**src/rtl/conv_pkg.sv**
```systemverilog
// conv_pkg: shared constants and width helpers for the convolution MAC.
//   clog2     - ceiling log2 (0 for inputs of 0 or 1)
//   conv_ow   - accumulator/result width for a given KERNEL, N, M, CH_IN
//   level_w   - adder-tree level width: base product width plus one bit per level
//   node_cnt  - number of nodes at a given tree level for a given leaf count
package conv_pkg;

  function automatic int clog2(input int v);
    int r;
    r = 0;
    while ((1 << r) < v) r++;
    return r;
  endfunction

  function automatic int conv_ow(input int kernel, input int n, input int m, input int ch_in);
    return n + m + clog2(kernel * kernel) + clog2(ch_in) + 1;
  endfunction

  function automatic int level_w(input int base, input int level);
    return base + level;
  endfunction

  function automatic int node_cnt(input int leaves, input int level);
    return (leaves + (1 << level) - 1) >> level;
  endfunction

endpackage

```
**src/rtl/conv_adder_tree.sv**
```systemverilog
// conv_adder_tree: signed pairwise reduction tree with a valid bit per level.
// Ports:
//   clk, rst   clock, asynchronous active-high reset
//   clr        synchronous flush of all level valid bits
//   in_vld     leaves are valid this cycle
//   leaves     LEAVES signed values of IW bits, element i at [i*IW +: IW]
//   out_vld    sum is valid
//   sum        signed total, IW + clog2(LEAVES) bits
// Level data registers only load when the level below is valid, so gaps in
// the input stream leave the data in place and only the valid bits move.
module conv_adder_tree
  import conv_pkg::*;
#(
  parameter int LEAVES = 9,
  parameter int IW = 16,
  parameter bit REG_LEVEL = 1'b1,
  localparam int LEVELS = clog2(LEAVES),
  localparam int OUTW = IW + LEVELS
) (
  input  logic                 clk,
  input  logic                 rst,
  input  logic                 clr,
  input  logic                 in_vld,
  input  logic [LEAVES*IW-1:0] leaves,
  output logic                 out_vld,
  output logic [OUTW-1:0]      sum
);

  for (genvar j = 0; j <= LEVELS; j++) begin : g_lvl
    localparam int CNT = node_cnt(LEAVES, j);
    localparam int W = level_w(IW, j);
    logic [CNT*W-1:0] node;
    logic             vld;

    if (j == 0) begin : g_leaf
      assign node = leaves;
      assign vld  = in_vld;
    end else begin : g_add
      localparam int PW = W - 1;
      // Previous level zero-padded to an even count: an unpaired node is
      // added to zero, which is the same as passing it through sign-extended.
      logic [2*CNT*PW-1:0] prev;
      logic [CNT*W-1:0]    node_next;

      assign prev = (2*CNT*PW)'(g_lvl[j-1].node);

      for (genvar i = 0; i < CNT; i++) begin : g_pair
        assign node_next[i*W +: W] = W'($signed(prev[2*i*PW +: PW]))
                                   + W'($signed(prev[(2*i+1)*PW +: PW]));
      end

      if (REG_LEVEL) begin : g_reg
        always_ff @(posedge clk or posedge rst) begin
          if (rst) begin
            node <= '0;
            vld  <= 1'b0;
          end else begin
            vld <= g_lvl[j-1].vld & ~clr;
            if (g_lvl[j-1].vld) node <= node_next;
          end
        end
      end else begin : g_comb
        assign node = node_next;
        assign vld  = g_lvl[j-1].vld;
      end
    end
  end

  assign sum     = g_lvl[LEVELS].node;
  assign out_vld = g_lvl[LEVELS].vld;

endmodule

```
**src/rtl/conv_mac_acc.sv**
```systemverilog
// conv_mac_acc: signed KERNELxKERNEL convolution MAC with channel accumulation
// and bias. One result per CH_IN input beats, latency clog2(KERNEL^2)+2.
// Ports:
//   clk, rst    clock, asynchronous active-high reset
//   clr         synchronous flush of valid bits, channel count and en_out
//   en_in       input beat valid
//   data2conv   window, element i at [i*N +: N]
//   w           weights, element i at [i*M +: M]
//   bias        signed bias, taken on the beat that starts a pixel
//   d_out       signed result, held between pulses
//   en_out      one-cycle pulse marking a new d_out
// Build option: define CONV_RELU_EN to clamp negative results to 0 at d_out
// (the accumulator itself stays unclamped).
module conv_mac_acc
  import conv_pkg::*;
#(
  parameter int KERNEL = 3,
  parameter int N = 8,
  parameter int M = 8,
  parameter int CH_IN = 4,
  localparam int OW = conv_ow(KERNEL, N, M, CH_IN)
) (
  input  logic                       clk,
  input  logic                       rst,
  input  logic                       clr,
  input  logic                       en_in,
  input  logic [KERNEL*KERNEL*N-1:0] data2conv,
  input  logic [KERNEL*KERNEL*M-1:0] w,
  input  logic [OW-1:0]              bias,
  output logic [OW-1:0]              d_out,
  output logic                       en_out
);

  localparam int TAPS = KERNEL * KERNEL;
  localparam int PW = N + M;
  localparam int TW = PW + clog2(TAPS);
  localparam int CW = (CH_IN > 1) ? clog2(CH_IN) : 1;

  logic [TAPS*PW-1:0] prod_next;
  logic [TAPS*PW-1:0] prod;
  logic               prod_vld;
  logic [TW-1:0]      tree_sum;
  logic               tree_vld;
  logic signed [OW-1:0] acc;
  logic signed [OW-1:0] acc_next;
  logic signed [OW-1:0] res;
  logic [OW-1:0]      res_out;
  logic               res_vld;
  logic [CW-1:0]      ch_cnt;
  logic               last;
  logic               take;

  for (genvar i = 0; i < TAPS; i++) begin : g_mul
    logic signed [PW-1:0] p;
    assign p = $signed(w[i*M +: M]) * $signed(data2conv[i*N +: N]);
    assign prod_next[i*PW +: PW] = p;
  end

  always_ff @(posedge clk or posedge rst) begin
    if (rst) begin
      prod     <= '0;
      prod_vld <= 1'b0;
    end else begin
      prod_vld <= en_in & ~clr;
      if (en_in) prod <= prod_next;
    end
  end

  conv_adder_tree #(
    .LEAVES   (TAPS),
    .IW       (PW),
    .REG_LEVEL(1'b1)
  ) u_tree (
    .clk    (clk),
    .rst    (rst),
    .clr    (clr),
    .in_vld (prod_vld),
    .leaves (prod),
    .out_vld(tree_vld),
    .sum    (tree_sum)
  );

  assign last = (ch_cnt == CW'(CH_IN - 1));
  assign take = tree_vld & ~clr;

  always_comb begin
    acc_next = acc + OW'($signed(tree_sum));
    if (ch_cnt == '0) acc_next = OW'($signed(tree_sum)) + $signed(bias);
  end

`ifdef CONV_RELU_EN
  assign res_out = res[OW-1] ? '0 : res;
`else
  assign res_out = res;
`endif

  // Result is registered once more before d_out so the clamp sits off the
  // accumulator's add path.
  always_ff @(posedge clk or posedge rst) begin
    if (rst) begin
      acc     <= '0;
      ch_cnt  <= '0;
      res     <= '0;
      res_vld <= 1'b0;
      d_out   <= '0;
      en_out  <= 1'b0;
    end else begin
      if (clr) begin
        ch_cnt <= '0;
      end else if (tree_vld) begin
        acc    <= acc_next;
        ch_cnt <= last ? '0 : ch_cnt + 1'b1;
      end
      res_vld <= take & last;
      if (take & last) res <= acc_next;
      en_out <= res_vld & ~clr;
      if (res_vld & ~clr) d_out <= res_out;
    end
  end

endmodule

```
**config.mk**
```make
export PLATFORM = sky130hd
export DESIGN_NAME = conv_mac_acc
export DESIGN_NICKNAME = d
export VERILOG_FILES = /design/src/rtl/conv_pkg.sv /design/src/rtl/conv_adder_tree.sv /design/src/rtl/conv_mac_acc.sv
export SDC_FILE = /design/constraint.sdc
export NUM_CORES = 2
export LEC_CHECK = 0
export ABC_AREA = 1
export ABC_CLOCK_PERIOD_IN_PS = 13980
export CORE_MARGIN = 8
export CORE_UTILIZATION = 47
export DETAILED_ROUTE_END_ITERATION = 8
export DONT_BUFFER_PORTS = 1
export PLACE_DENSITY = 0.65
export RECOVER_POWER = 100
export SLEW_MARGIN = 20
export SYNTH_ARGS = -nofsm -noshare
export SYNTH_HDL_FRONTEND = slang
export SYNTH_SLANG_ARGS = --single-unit
```
**constraint.sdc**
```tcl
create_clock -name clk -period 13.98 [get_ports clk]
set_clock_uncertainty 0.2 [all_clocks]
set_input_delay 2.796 -clock clk [delete_from_list [all_inputs] [get_ports clk]]
set_output_delay 2.796 -clock clk [all_outputs]
set_load 0.02 [all_outputs]
```
# == Word-level counts from Yosys, hierarchy flattened ==
# Cells that the tools add are included.
# word_totals
register_bits,413
output_inout_bits,24
in_bits,171
# op_classes
reduce_logical,3
mul,9
bitwise_logic,9
n_addsub,11
mux,4
eq_ne,1
# op_table
cell,n
$mul A8 B8 Y16,9
$add A16 B16 Y17,4
$add A17 B17 Y18,2
$add A20 B23 Y23,1
$add A23 B20 Y23,1
$mux W23,1
$add A19 B16 Y20,1
$add A18 B18 Y19,1
$and A1 B1 Y1,8
$mux W2,3
$add A2 B1 Y2 const B,1
$eq A2 B2 Y1 const B,1
$logic_not A2 Y1,1
$reduce_and A2 Y1,1
$reduce_bool A2 Y1,1
$not A1 Y1,1

# == Logic depth before layout (Yosys ltp) ==
# depth
ltp_word,4
ltp_mapped,23

# == Modules after synthesis ==
# A second synthesis with hierarchy kept.
# hier_totals
hier_cells,6790
area_unflattened_um2,48595.4
# modules_own_cells
module,instances,seq_area_each_um2,cells_each,area_per_inst_um2
conv_mac_acc,1,5455.2,4713,34244.1
conv_adder_tree,1,4879.7,2077,14351.3

# == Worst setup path before layout ==
# Ideal clock, no wire load.
# synth_path
path_type,input to register
from,in w[32]
to,reg prod[74]
path_buffers,1
t_required_ns,13.644
setup_time_ns,0.136
setup_slack_ns,7.181
stages,15
t_arrival_ns,6.463
cell_sequence,clkbuf_1 -> or2_2 -> fa_1 -> fa_1 -> inv_1 -> fa_1 -> inv_1 -> fa_1 -> inv_1 -> ha_1 -> a21oi_1 -> nand2_1 -> a21oi_1 -> xor2_1 -> o21ai_0
# synth_between
elab_chain_cells,1
# synth_rtl
element,line_no,source
"start, declared",conv_mac_acc.sv:28,"input logic [KERNEL*KERNEL*M-1:0] w,"
$mul A8 B8 Y16,conv_mac_acc.sv:55,assign p = $signed(w[i*M +: M]) * $signed(data2conv[i*N +: N]);
"end signal, assigned",conv_mac_acc.sv:65,if (en_in) prod <= prod_next;
"end, declared",conv_mac_acc.sv:40,logic [TAPS*PW-1:0] prod;
# No other way between the ends.
# A chain may end at the register's enable or synchronous reset.

# == Worst setup path after layout ==
# layout_path
from,in clr
to,reg res[7]
# layout_between
elab_chain_cells,3
# layout_rtl
element,line_no,source
"start, declared",conv_mac_acc.sv:25,"input logic clr,"
$not A1 Y1 (no source line),--,
$and A1 B1 Y1,conv_mac_acc.sv:84,assign take = tree_vld & ~clr;
$and A1 B1 Y1,conv_mac_acc.sv:115,if (take & last) res <= acc_next;
"end signal, assigned",conv_mac_acc.sv:115,
"end, declared",conv_mac_acc.sv:46,logic signed [OW-1:0] res;
# No other way between the ends.

==> flow_summary.json <==
{
  "routedWlPerCell_um": 14.01,
  "layout_commonest_cell": "sky130_fd_sc_hd__nand2_1",
  "report.final.hold_viol_count": 0,
  "via_per_inst": 4.912,
  "coreArea_um2": 103500,
  "cell_internal_pwr_uw": 4935,
  "drt-total-wl_um": 114000,
  "final_net_count": 7820,
  "worstPathRequired_ns": 14.21,
  "grt_overflow": 0,
  "grt_most_used_layer": "met2",
  "die_area_um2": 115000,
  "most-common-layout-cells": "sky130_fd_sc_hd__nand2_1 (2160), sky130_fd_sc_hd__inv_1 (1646), sky130_fd_sc_hd__fa_1 (504), sky130_fd_sc_hd__ha_1 (420), sky130_fd_sc_hd__dfrtp_1 (412)",
  "detail_route.drc_violations": 0,
  "cts_root_buffer": "sky130_fd_sc_hd__clkbuf_16",
  "fin_worst_hold_slack_ns": 0.2641,
  "p_sw_uw": 5037,
  "period_needed_ns": 8.297,
  "p_leak_uw": 0.03058,
  "dp_hpwl_um": 94260,
  "final-setup-viol-count": 0,
  "floorplan.die.width_um": 339.2,
  "setup.worst_path.class": "in2reg",
  "yosysUniqueCellTypes": 38,
  "syn_area_um2": 49080,
  "tritoncts.num_buffers": 46,
  "antennaDiodeCount": 0,
  "use_met1_pct": 28.28,
  "max_cap_viol_count": 11,
  "timing.critical_path.arrival_ns": 8.52,
  "track_usage_pct": 20.01,
  "ctsHoldBuffers": 0,
  "drv_slew": 671,
  "cts_tree": "done",
  "fmax_mhz": 120.5,
  "outcome": "finished, violations left",
  "combPwrFrac_pct": 67.0,
  "power_per_cell_area_nw_per_um2": 193.5,
  "floorplan.initialDensity_pct": 47.42,
  "use_met2_pct": 33.23,
  "failed_checks": "max-capacitance violations, max-slew violations",
  "via_count_of_the_first_global_routing_pass": 40000,
  "vdd.ir_drop.worst_mv": 0.1111,
  "ant_nets": 0,
  "initialDrtViolationCount": 2459,
  "synthToLayoutAreaGrowth_pct": 4.963,
  "power.share.sequential_pct": 20.2,
  "switching_power_as_a_share_of_total_power_pct": 50.51,
  "route.vias.total": 39980,
  "rows": 118,
  "unrepaired_setup_endpoints_after_global_routing": "false",
  "io-pin-count": 195,
  "synth.net_count": 7980,
  "critical_path.endpoint_type": "register",
  "post_synth_inst_count": 6885,
  "detailedPlace.worstSlack_ns": 7.068,
  "first_pass_grt_wire_length_um": 196300,
  "synth_enable_flop_cells": 0,
  "post_route_cells_drive_above_1_share_pct": 1.953,
  "clock-sinks": 413,
  "post_cts_resize_count": 0,
  "place_congestion": 0.9189,
  "htree_num_levels": 2,
  "use_met3_pct": 2.686,
  "placement.io_buffers": 0,
  "fp.dieH_um": 339.2,
  "grt_start_max_net_pins": 161,
  "syn_area_per_cell_um2": 7.129,
  "worst_slew_margin_rel_pct": -161.6,
  "seq_area_frac_synth_pct": 21.06,
  "synth-warning-count": 0,
  "cts_setup_buffers": 0,
  "clkTransAtPathRegs_ns": 0.06,
  "initial_antenna_violation_count": 1,
  "worstPathMaxFanout": 27,
  "kind_of_launch_point_of_the_worst_setup_path": "input port",
  "ys_ff_latch": 413,
  "power.share.clock_pct": 12.8,
  "timing.hold.worst.class": "reg2reg",
  "ys_async_sr_fraction_pct": 100.0,
  "total_negative_slack_ns": 0,
  "ys.flop_type": "sky130_fd_sc_hd__dfrtp_1",
  "fillers": 10320,
  "max_buffers_root_to_sink": 3,
  "firstDrtPassIters": 5,
  "finalCritPeriodShare_pct": 59.35,
  "worstMarginPinSlew_ns": 3.925,
  "final_critical_path_setup_slack_ns": 5.683,
  "clkLatencyLatePin_ns": 0.58
}
## metrics by stage
step                power (µW)  instance area [µm²]  util, %  cells
floorplan                 7200                49090        -   6885
global placement          8612                50040    48.35   8057
detailed placement        8714                50040    48.35   8057
CTS                      10060                51620    49.87   8138
global route             11260                51520    49.78   8138
finish                    9971                51520    49.78   8138
## final cells by class
type | instances | area (µm²) | area share [%]
multi-input combinational | 4600 | 31600 | 61.35
timing repair buffer | 14 | 76.32 | 0.1481
tap | 1380 | 1727 | 3.352
clock inverter | 23 | 301.5 | 0.5853
clock buffer | 58 | 1276 | 2.477
sequential | 413 | 10340 | 20.06
inverter | 1650 | 6197 | 12.03
## power groups by stage
stage / clock, µW / combinational (µW) / sequential, µW
after floorplan: 0 / 5370 / 1830
after global placement: 0 / 6590 / 2030
after detailed placement: 0 / 6680 / 2030
after CTS: 1310 / 6730 / 2020
after global routing: 1360 / 7830 / 2060
final: 1280 / 6680 / 2020
## state kept, by name, summed over array words and instances (netlist names)
register / count
prod_vld: 1
acc: 23
en_out: 1
u_tree.sum: 20
u_tree.out_vld: 1
res_vld: 1
d_out: 23
u_tree.g_lvl.vld: 3
prod: 144
ch_cnt: 2
u_tree.g_lvl.node: 171
res: 23
## final timing paths
path / slack (ns) / endpoint / start / cells after the start
setup / recovery: 5.68 / res[7]$_DFFE_PP0P_ / clr / 6
hold / removal: 0.26 / d_out[15]$_DFFE_PP0P_ / res[15]$_DFFE_PP0P_ / 2
setup reg to reg: 7.56 / res[7]$_DFFE_PP0P_ / u_tree.out_vld$_DFF_PP0_ / 7
hold reg to reg: 0.26 / d_out[15]$_DFFE_PP0P_ / res[15]$_DFFE_PP0P_ / 2
max in group asynchronous: 7.02 / prod_vld$_DFF_PP0_ / rst / 4
min in group asynchronous: 2.13 / res[17]$_DFFE_PP0P_ / rst / 2
## cell usage after synthesis (62+ instances only)
library cell / instances / area [µm²]
sky130_fd_sc_hd__nand2_1: 2160 / 8108
sky130_fd_sc_hd__inv_1: 1644 / 6171
sky130_fd_sc_hd__fa_1: 504 / 10090
sky130_fd_sc_hd__ha_1: 420 / 5255
sky130_fd_sc_hd__dfrtp_1: 413 / 10330
sky130_fd_sc_hd__nand3_1: 358 / 1792
sky130_fd_sc_hd__nor2_1: 326 / 1224
sky130_fd_sc_hd__o21ai_0: 260 / 1301
sky130_fd_sc_hd__a21oi_1: 190 / 950.9
sky130_fd_sc_hd__clkbuf_1: 186 / 698.2
sky130_fd_sc_hd__xnor2_1: 81 / 709.4
sky130_fd_sc_hd__nand4_1: 62 / 387.9
## critical path: stages
cell,delay (ns)
sky130_fd_sc_hd__nor2_1,1.36
sky130_fd_sc_hd__clkinvlp_2,1.44
sky130_fd_sc_hd__nor2_1,1.69
sky130_fd_sc_hd__inv_1,0.84
sky130_fd_sc_hd__nand2_1,0.22
sky130_fd_sc_hd__o21ai_0,0.10
## metal layers
| layer | routed length [µm] | vias to the layer above |
|---|---|---|
| li1 | - | 20200 |
| met1 | 53830 | 18950 |
| met2 | 52710 | 715 |
| met3 | 5820 | 117 |
| met4 | 1674 | 0 |
| met5 | 0 | - |
## cell families (layout without fill, tap and decap cells)
family | Yosys count | after routing | share of synthesized area (%)
multiplexers | 20 | 20 | 0.4589
AND/OR/NAND/NOR | 2995 | 2995 | 24.74
flip-flops | 413 | 413 | 21.06
XOR/XNOR | 129 | 129 | 2.302
adder cells (fa/ha/maj) | 924 | 924 | 31.26
AO/OA/AOI/OAI | 532 | 532 | 5.738
buffers and inverters | 1872 | 1745 | 14.44
Power figures use the tool's default switching activity.
